<file path="src/rtl/breath_led_ctrl.sv">
// Breathing LED driver: a PWM whose duty ramps linearly down then up, forever.
// Three cascaded counters (tick, PWM period, ramp step) plus a direction flag; led is active-low.
module breath_led_ctrl #(
  parameter logic [6:0] CNT_2US_MAX = 7'd100,
  parameter logic [9:0] CNT_2MS_MAX = 10'd1000,
  parameter logic [9:0] CNT_2S_MAX  = 10'd1000
) (
  input  logic sys_clk,
  input  logic sys_rst_n,
  output logic led
);

  logic [6:0] r_cnt_2us;
  logic [9:0] r_cnt_2ms;
  logic [9:0] r_cnt_2s;
  logic       r_cnt_en;
  logic       r_led;

  logic w_tick;
  logic w_pwm_end;
  logic w_ramp_end;
  logic w_led_on;

  assign w_tick     = (r_cnt_2us == CNT_2US_MAX - 7'd1);
  assign w_pwm_end  = w_tick && (r_cnt_2ms == CNT_2MS_MAX - 10'd1);
  assign w_ramp_end = w_pwm_end && (r_cnt_2s == CNT_2S_MAX - 10'd1);

  always_ff @(posedge sys_clk or negedge sys_rst_n) begin
    if (!sys_rst_n)  r_cnt_2us <= '0;
    else if (w_tick) r_cnt_2us <= '0;
    else             r_cnt_2us <= r_cnt_2us + 7'd1;
  end

  always_ff @(posedge sys_clk or negedge sys_rst_n) begin
    if (!sys_rst_n)     r_cnt_2ms <= '0;
    else if (w_pwm_end) r_cnt_2ms <= '0;
    else if (w_tick)    r_cnt_2ms <= r_cnt_2ms + 10'd1;
  end

  always_ff @(posedge sys_clk or negedge sys_rst_n) begin
    if (!sys_rst_n)      r_cnt_2s <= '0;
    else if (w_ramp_end) r_cnt_2s <= '0;
    else if (w_pwm_end)  r_cnt_2s <= r_cnt_2s + 10'd1;
  end

  always_ff @(posedge sys_clk or negedge sys_rst_n) begin
    if (!sys_rst_n)      r_cnt_en <= 1'b0;
    else if (w_ramp_end) r_cnt_en <= ~r_cnt_en;
  end

  // Dimming lights the tail of each period, brightening the head, so duty steps by one tick per period.
  assign w_led_on = r_cnt_en ? (r_cnt_2ms < r_cnt_2s) : (r_cnt_2ms > r_cnt_2s);

  always_ff @(posedge sys_clk or negedge sys_rst_n) begin
    if (!sys_rst_n) r_led <= 1'b1;
    else            r_led <= ~w_led_on;
  end

  assign led = r_led;

endmodule

</file>
<file path="config.mk">
export PLATFORM = sky130hd
export DESIGN_NAME = breath_led_ctrl
export DESIGN_NICKNAME = d
export VERILOG_FILES = /design/src/rtl/breath_led_ctrl.sv
export SDC_FILE = /design/constraint.sdc
export NUM_CORES = 1
export LEC_CHECK = 0
export ABC_AREA = 1
export BUFFER_PORTS_ARGS = -buffer_cell sky130_fd_sc_hd__buf_2
export CAP_MARGIN = 30
export CORE_AREA = 2 2 96 98
export CTS_CLUSTER_DIAMETER = 100
export CTS_CLUSTER_SIZE = 28
export DETAILED_ROUTE_END_ITERATION = 10
export DIE_AREA = 0 0 98 100
export GPL_ROUTABILITY_DRIVEN = 0
export PLACE_DENSITY_LB_ADDON = 0.1
export SLEW_MARGIN = 10
export SYNTH_ARGS = -nofsm -noshare
export SYNTH_HDL_FRONTEND = slang
export SYNTH_SLANG_ARGS = --single-unit
</file>
<file path="constraint.sdc">
create_clock -name sys_clk -period 1.5 [get_ports sys_clk]
set_input_delay 0 -clock sys_clk [delete_from_list [all_inputs] [get_ports sys_clk]]
set_output_delay 0 -clock sys_clk [all_outputs]
set_load 0.02 [all_outputs]
</file>
After elaboration in Yosys (flattened, before gate mapping)
Index checks and enable logic that the tools add are counted.
{"block": "word_totals", "ff_bits": 29, "in_bits": 2, "out_inout_bits": 1, "wordCells": 25}
{"block": "classes", "n_addsub": 3, "order_cmp": 2, "n_eq_ne": 3, "mux": 6, "bitwise": 2, "reduce_logical": 4}
{"operator": "two-way mux 10 bit", "count": 4}
{"operator": "adder 10 x 1 -> 10 bit, second input constant", "count": 2}
{"operator": "== test 10 bit, second input constant", "count": 2}
{"operator": "greater-than comparator 10 bit", "count": 1}
{"operator": "< comparator 10 bit", "count": 1}
{"operator": "adder 7 x 1 -> 7 bit, second input constant", "count": 1}
{"operator": "== test 7 bit, second input constant", "count": 1}
{"operator": "two-way mux 7 bit", "count": 1}
{"operator": "nonzero test 2 bit", "count": 2}
{"operator": "logical AND 1 bit", "count": 2}
{"operator": "inverter 1 bit", "count": 2}
{"operator": "two-way mux 1 bit", "count": 1}

Depth between registers and ports, before layout
Gate-level depths: netlist of the first run.
{"block": "logic_depth", "ltp_word": 4, "depth_mapped": 10}

Worst setup path before layout of the first run
OpenSTA, ideal clock, no wires.
{"block": "synth_timing", "kind": "reg-to-reg", "from": "register r_cnt_2s[0]", "to": "register r_cnt_2s[1]", "setup_time_ns": 0.113, "t_arrival_ns": 1.247, "required_time_ns": 1.387, "setup_slack_ns": 0.140, "path_stages_with_launch": 11, "path_cell_list": "dfrtp_1 > ha_1 > nand2_1 > nor2_1 > nand2_1 > nor2_2 > inv_1 > nand2_1 > nand2_1 > nand2_1 > inv_1"}
{"block": "synth_between", "elab_chain_cells": 3, "word_cells_on_any_way": 6, "classes_between": "1 x add/sub; 1 x eq/ne; 2 x mux; 2 x reduce/logical"}
{"element": "start: declaration", "line": "15", "source": "logic [9:0] r_cnt_2s;"}
{"element": "start signal: assignment", "line": "43", "source": "else if (w_pwm_end) r_cnt_2s <= r_cnt_2s + 10'd1;"}
{"element": "adder 10 x 1 -> 10 bit or == test 10 bit (tied branches)", "line": "43, 26"}
{"element": "two-way mux 10 bit or logical AND 1 bit (tied branches)", "line": "43, 26"}
{"element": "two-way mux 10 bit or nonzero test 2 bit (tied branches)"}
Parallel ways exist; a longest one is shown, timed or not. The select of a mux whose other input is x is not followed.
A chain may end at the register's enable or synchronous reset.

Final worst setup path of the first run
{"block": "layout_timing", "from": "register r_cnt_2ms[4]", "to": "register r_cnt_2s[4]"}
{"block": "layout_between", "elab_chain_cells": 4, "word_cells_on_any_way": 5, "classes_between": "1 x eq/ne; 1 x mux; 3 x reduce/logical"}
{"element": "start: declaration", "line": "14", "source": "logic [9:0] r_cnt_2ms;"}
{"element": "start signal: assignment", "line": "37", "source": "else if (w_tick) r_cnt_2ms <= r_cnt_2ms + 10'd1;"}
{"element": "== test 10 bit *", "line": "25", "source": "assign w_pwm_end = w_tick && (r_cnt_2ms == CNT_2MS_MAX - 10'd1);"}
{"element": "logical AND 1 bit *", "line": "25"}
{"element": "logical AND 1 bit", "line": "26", "source": "assign w_ramp_end = w_pwm_end && (r_cnt_2s == CNT_2S_MAX - 10'd1);"}
{"element": "two-way mux 10 bit or nonzero test 2 bit (tied branches)"}
Mark *: on every way between the ends. The rest lies on a longest branch, timed or not.

==> impl_metrics.env, run 1 <==
export IMPL_antenna_found_initial=0
export IMPL_slew_violations=0
export IMPL_crit_top_cell="nand2_1"
export IMPL_slowest_stage="dfrtp_1"
export IMPL_grtUsageTotal_pct=11.49
export IMPL_powerDensity_nw_per_um2=656.0
export IMPL_cts_tree="yes"
export IMPL_slowest_delay_ns=0.42
export IMPL_start_util_pct=21.94
export IMPL_leakagePower_nw=1.328
export IMPL_critPathTopFamily="simple AND/OR/NAND/NOR gates"
export IMPL_vias=1779
export IMPL_drc=0
export IMPL_maxCapViolations=0
export IMPL_grt_overflow_total=0
export IMPL_clock_latency_ns=0.29
export IMPL_syn_area_per_cell_sq_um=7.171
export IMPL_syn_nets=287
export IMPL_start_kind="flop"
export IMPL_synth_cells=272
export IMPL_crit_path_cell_trace="inv_1 > nand2_1 > nor2_2 > nand3_2 > nor2_4 > clkbuf_16 > nand2_1 > o21ai_1"
export IMPL_antenna_cells=0
export IMPL_hold_viol=0
export IMPL_end_kind="flop"
export IMPL_cp_data_required_time_ns=1.72
export IMPL_relSlewSlack_pct=81.49
export IMPL_grt_pass1_vias=1765
export IMPL_htreeDepth=2
export IMPL_num_rows=35
export IMPL_port_buffers=2
export IMPL_ioPinCount=3
export IMPL_wl_per_cell_um=12.13
export IMPL_ff_latch_area_sq_um=732.0
export IMPL_place_hpwl_mm=3.998
export IMPL_skew_ns=0.008750
export IMPL_rsz0062_at_grt="yes"
export IMPL_die_width_um=98
export IMPL_routed_wl_mm=5.191
export IMPL_multi_input_area_sq_um=1069
export IMPL_yosys_warnings=0
export IMPL_dieArea_sq_um=9800
export IMPL_cts_sinks=29
export IMPL_grt_max_degree=30
export IMPL_vias_per_cell=4.157
export IMPL_first_pass_iters=4
export IMPL_core_sq_um=8890
export IMPL_clk_pin_slew_ns=0.07
export IMPL_crit_arrival_ns=1.65
export IMPL_numCtsBuffers=5
export IMPL_hold_path_class="in2async"
export IMPL_fmax_ghz=0.6980
export IMPL_setup_viol=0
export IMPL_drtAntennaViolNets=0
export IMPL_drt_iter0_markers=83
export IMPL_fin_nets=331
export IMPL_synth_seq_area_share_pct=37.27
export IMPL_period_minus_slack_ns=1.433
export IMPL_syn_area_sq_um=1951
export IMPL_crit_fanout=5
export IMPL_worst_pin_slew_ns=0.2766
export IMPL_stdcell_count=428
export IMPL_power_w=0.001694
export IMPL_synth_seq_cells=29
export IMPL_postPlaceCellArea_sq_um=2354
export IMPL_path_buf_inv=2
export IMPL_synth_distinct_cells=21
export IMPL_layout_commonest_cell="nand2_1"
export IMPL_cts_buffer_depth=2
export IMPL_clk_root_buffer_cell="clkbuf_8"
export IMPL_final_fill_count=975
export IMPL_status="finished clean"
export IMPL_die_y_um=100
export IMPL_finalInstanceArea_sq_um=2582
export IMPL_dp_cells=417
export IMPL_area_growth_pct=32.39
export IMPL_grt_first_pass_wirelength_mm=8.756
export IMPL_layout_common_cells="nand2_1 (74), inv_1 (41), buf_4 (33)"
export IMPL_min_period_over_period_pct=95.51
export IMPL_critPathKind="reg2reg"
export IMPL_layout_drive_gt1_share_pct=26.18
export IMPL_vdd_drop_max_mv=0.2698
[repair_timing]
item | 4_1_cts | 5_1_grt
endpoints found under the hold margin | 29 | 0
endpoints found under the setup margin | 0 | 16
resized for setup | 0 | 29
buffers inserted | 0 | 1
hold buffers | 1 | 0
[kinds of logic (layout without fill, tap and decap cells)]
logic type                 Yosys count  after routing  share of synthesized area (%)
xor gates and xnor gates             6              6                          2.694
and+or+nand+nor                    150            150                          34.38
adders and majority gates           13             13                          8.339
AOI/OAI and AO/OA                   24             24                          6.543
DFF                                 29             29                          37.27
buffers and inverters               50             95                          10.78
[report_power, final]
group,internal [W],total [W],switching (W)
clock,0.000540,0.000887,0.000347
sequential,0.000781,0.000781,0
combinational,0.00000805,0.0000258,0.0000178
[cell usage after synthesis]
library cell | instances | area, sq um
nor3_1 | 4 | 20.02
a21oi_1 | 6 | 30.03
nand2_2 | 1 | 6.260
o21bai_1 | 2 | 15.01
dfstp_2 | 1 | 26.28
nand2_1 | 76 | 285.3
nand3_1 | 25 | 125.1
o21ai_0 | 14 | 70.07
nor2_4 | 1 | 11.26
nand3_2 | 3 | 30.03
nand4_1 | 11 | 68.82
o21ai_1 | 1 | 5.000
buf_6 | 3 | 33.78
ha_1 | 13 | 162.7
a21o_1 | 1 | 7.510
xor2_1 | 6 | 52.55
dfrtp_1 | 28 | 700.7
nor2_1 | 23 | 86.33
nor2_2 | 6 | 37.54
inv_1 | 44 | 165.2
inv_2 | 3 | 11.26
[stage by stage]
stage / util [%] / hold slack (ns) / TNS, ns / setup WS [ns]
3_5_place_dp: 26.47 / -0.02299 / 0 / 0.03733
6_report: 29.05 / 0.1938 / 0 / 0.06739
3_3_place_gp: 26.47 / -0.02310 / 0 / 0.02756
5_1_grt: 29.05 / 0.2359 / -0.2296 / -0.05766
2_1_floorplan: - / -0.2956 / 0 / 0.1399
4_1_cts: 27.94 / 0.1989 / 0 / 0.01051
[routing by layer]
metal	GRT usage (%)	vias to the layer above	wire [um]
met2	20.13	11	2591
li1	-	956	-
met4	2.564	0	26
met1	14.17	810	2472
met3	3.134	2	100
met5	0	-	0
[final timing paths]
kind	slack, ns	end	from	cells past startpoint
max reg2reg	0.07	r_cnt_2s[4]	r_cnt_2ms[4]	8
min	0.19	r_cnt_2s[3]	sys_rst_n	3
min in group sys_clk	0.45	led	r_cnt_en	1
min reg2reg	0.45	led	r_cnt_en	1
max in group asynchronous	1.06	led	sys_rst_n	3
max	0.07	r_cnt_2s[4]	r_cnt_2ms[4]	8
[flip-flops by register name, indices dropped and copies added, names as in the netlist]
signal     cells
r_cnt_2ms     10
r_cnt_2s      10
r_cnt_2us      7
led            1
r_cnt_en       1
[final cells by class]
| type | count | share of cell area, % |
|---|---|---|
| flip-flops and latches | 29 | 28.34 |
| repair buffers | 40 | 13.32 |
| inverters | 47 | 6.928 |
| clock buffers | 6 | 3.198 |
| clock inverters | 2 | 1.453 |
| well taps | 111 | 5.378 |
| multi-input cells | 193 | 41.38 |
[worst register-to-register path, cell delays in order, from the launching register on]
cell	delay (ns)
dfrtp_1	0.42
inv_1	0.12
nand2_1	0.07
nor2_2	0.09
nand3_2	0.12
nor2_4	0.26
clkbuf_16	0.20
nand2_1	0.04
o21ai_1	0.06
Note: power is estimated with default switching activity, not from simulation.
==> inputs of run 2 (changes only) <==
--- a/config.mk
+++ b/config.mk
@@ -5,14 +5,13 @@
 export SDC_FILE = /design/constraint.sdc
 export NUM_CORES = 1
 export LEC_CHECK = 0
-export ABC_AREA = 1
 export BUFFER_PORTS_ARGS = -buffer_cell sky130_fd_sc_hd__buf_2
 export CAP_MARGIN = 30
-export CORE_AREA = 2 2 96 98
+export CORE_AREA = 2 2 89 91
 export CTS_CLUSTER_DIAMETER = 100
 export CTS_CLUSTER_SIZE = 28
 export DETAILED_ROUTE_END_ITERATION = 10
-export DIE_AREA = 0 0 98 100
+export DIE_AREA = 0 0 91 93
 export GPL_ROUTABILITY_DRIVEN = 0
 export PLACE_DENSITY_LB_ADDON = 0.1
 export SLEW_MARGIN = 10
==> run 2 against run 1 <==
  * Critical endpoint is now r_cnt_2s[8]
  * Core utilization grew 5.9 points
  * First-iteration DRC count down 33%
  * Synthesized cell count is 35% lower
  * Worst setup slack worse by 0.35 ns
  * Largest cell class unchanged
  * Total power decreased by 9.2%
  * Sequential share of layout area down 0.44 points
  * The flow now finishes with violations (setup timing)
  * Flip-flop and latch count unchanged
==> impl_metrics.env, run 2 <==
export IMPL_status="finished with violations"
export IMPL_violations="setup timing"
export IMPL_end_kind="flop"
export IMPL_slew_violations=0
export IMPL_synth_distinct_cells=35
export IMPL_die_y_um=93
export IMPL_period_minus_slack_ns=1.787
export IMPL_async_flop_share_pct=100.0
export IMPL_drt_iter0_markers=56
export IMPL_dp_cells=327
export IMPL_yosysMostFrequentCell="dfrtp_1"
export IMPL_layout_common_cells="buf_4 (51), dfrtp_1 (23), nand3_1 (11)"
export IMPL_syn_area_sq_um=1689
export IMPL_synthTopCellsByArea="dfrtp_1 (41%), ha_1 (9.6%), o21ai_0 (4.4%)"
export IMPL_leakagePower_nw=1.106
export IMPL_grt_max_degree=30
export IMPL_r2r_slack_ns=-0.29
export IMPL_numCtsBuffers=5
export IMPL_min_period_over_period_pct=119.1
export IMPL_maxCapViolations=0
export IMPL_area_growth_pct=55.56
export IMPL_port_buffers=2
export IMPL_synth_top_cells_by_count="dfrtp_1 (28), o21ai_0 (15), inv_1 (14)"
export IMPL_dieArea_sq_um=8463
export IMPL_routed_wl_mm=4.777
export IMPL_layout_commonest_cell="buf_4"
export IMPL_antenna_cells=0
export IMPL_rsz0062_at_grt="yes"
export IMPL_cts_tree="yes"
export IMPL_vias=1599
export IMPL_vdd_drop_max_mv=0.3624
export IMPL_clock_latency_ns=0.29
export IMPL_setup_tns_ns=-1.780
export IMPL_clk_root_buffer_cell="clkbuf_8"
export IMPL_cp_data_required_time_ns=1.68
export IMPL_vias_per_cell=4.689
export IMPL_setup_viol=16
export IMPL_die_width_um=91
export IMPL_syn_nets=193
export IMPL_place_hpwl_mm=3.461
export IMPL_relSlewSlack_pct=53.08
export IMPL_clk_pin_slew_ns=0.07
export IMPL_stdcell_count=341
export IMPL_fmax_ghz=0.5595
export IMPL_cts_buffer_depth=2
export IMPL_cts_sinks=29
export IMPL_synth_edf_count=0
export IMPL_synth_top_flop_cell="dfrtp_1"
export IMPL_grt_overflow_total=0
export IMPL_core_sq_um=7527
export IMPL_netlist_area_leader_share_pct=41.48
export IMPL_crit_arrival_ns=1.96
export IMPL_layout_drive_gt1_share_pct=47.28
export IMPL_hold_path_class="in2async"
export IMPL_skew_ns=0.01119
export IMPL_yosys_warnings=0
export IMPL_num_rows=32
export IMPL_grtUsageTotal_pct=12.00
export IMPL_setup_ws_ns=-0.2872
export IMPL_fin_nets=253
export IMPL_biggestRegsByFlops="r_cnt_2ms x10, r_cnt_2s x10, r_cnt_2us x7"
export IMPL_critPathKind="reg2reg"
export IMPL_drtAntennaViolNets=0
export IMPL_synth_seq_cells=29
export IMPL_grt_first_pass_wirelength_mm=8.010
export IMPL_crit_fanout=4
export IMPL_worst_pin_slew_ns=0.7038
export IMPL_wl_per_cell_um=14.01
export IMPL_syn_area_per_cell_sq_um=9.489
export IMPL_slowest_delay_ns=0.51
export IMPL_synth_seq_area_share_pct=43.04
export IMPL_grt_pass1_vias=1646
export IMPL_first_pass_iters=4
export IMPL_crit_path_cell_trace="nand4b_1 > or4_4 > a2111o_1 > mux2_2"
export IMPL_start_kind="flop"
export IMPL_drc=0
export IMPL_ioPinCount=3
export IMPL_antenna_found_initial=0
export IMPL_synth_top_area_cell="dfrtp_1"
export IMPL_synth_cells=178
export IMPL_slowest_stage="or4_4"
export IMPL_htreeDepth=2
export IMPL_powerDensity_nw_per_um2=585.5
export IMPL_start_util_pct=22.44
export IMPL_hold_viol=0
==> run 2: cell types whose count changed in the layout (fill, tap and decap cells not counted), sizes merged, moves of 5 or more <==
cell / change
a211oi: +5
buf: +21
inv: -33
nand2: -68
nand3: -16
nor2: -22
xnor2: +7
==> run 2: power breakdown <==
group / switching [W] / total [W] / internal [W]
Sequential: 0 / 0.000782 / 0.000782
Combinational: 0.0000161 / 0.0000187 / 0.00000260
Clock: 0.000323 / 0.000738 / 0.000415
==> run 2: worst max-delay path, delay by kind of cell (launching register included) <==
kind	cells	cell delay, ns
and+or+nand+nor	2	0.63
DFF	1	0.42
AOI/OAI and AO/OA	1	0.37
muxes	1	0.26
==> run 2: final cells by class <==
cell class / count / area [sq um]
well taps: 102 / 127.6
repair buffers: 60 / 470.5
clock buffers: 7 / 96.34
inverters: 14 / 55.05
flip-flops and latches: 29 / 733.2
multi-input cells: 128 / 1140
clock inverters: 1 / 5.005
fillers: 802 / 4900
==> run 2: cells by family after synthesis <==
kind of cell	share of synthesized area, %
AOI/OAI and AO/OA	13.56
xor gates and xnor gates	5.186
adders and majority gates	9.630
buffers and inverters	4.815
DFF	43.04
muxes	3.037
and+or+nand+nor	20.74
==> run 2: metal layers <==
metal | global-route usage (%) | wire (um)
met4 | 6.187 | 131
met3 | 2.498 | 119
met1 | 13.27 | 2010
met2 | 21.73 | 2515
met5 | 0 | 0
==> run 2: worst paths after layout <==
path | start | cells after the start | to
min | sys_rst_n | 2 | r_cnt_2s[0]
min reg2reg | r_cnt_en | 1 | led
min in group sys_clk | r_cnt_en | 1 | led
max | r_cnt_2s[9] | 4 | r_cnt_2s[8]
max reg2reg | r_cnt_2s[9] | 4 | r_cnt_2s[8]
max in group asynchronous | sys_rst_n | 2 | r_cnt_2ms[1]
==> run 2: stage by stage <==
| stage | util, % | hold slack [ns] | setup slack [ns] | area [sq um] | power [W] |
|---|---|---|---|---|---|
| final | 34.91 | 0.2912 | -0.2872 | 2628 | 0.001539 |
| after global routing | 34.91 | 0.3684 | -0.3590 | 2628 | 0.001601 |
| after CTS | 32.95 | 0.3196 | -0.2855 | 2480 | 0.001565 |
| after detailed placement | 29.79 | 0.09792 | -0.3416 | 2242 | 0.0008154 |
| after global placement | 29.79 | 0.09410 | -0.3079 | 2242 | 0.0008152 |
| after floorplan | - | -0.2956 | -0.4152 | 1777 | 0.0007968 |
==> run 2: timing repair <==
action / in CTS / in global routing
pin swaps: 6 / 9
gates resized for setup: 29 / 25
endpoints found under the setup margin: 20 / 25
endpoints found under the hold margin: 28 / 0
hold buffers: 1 / 0
setup buffers: 2 / 4
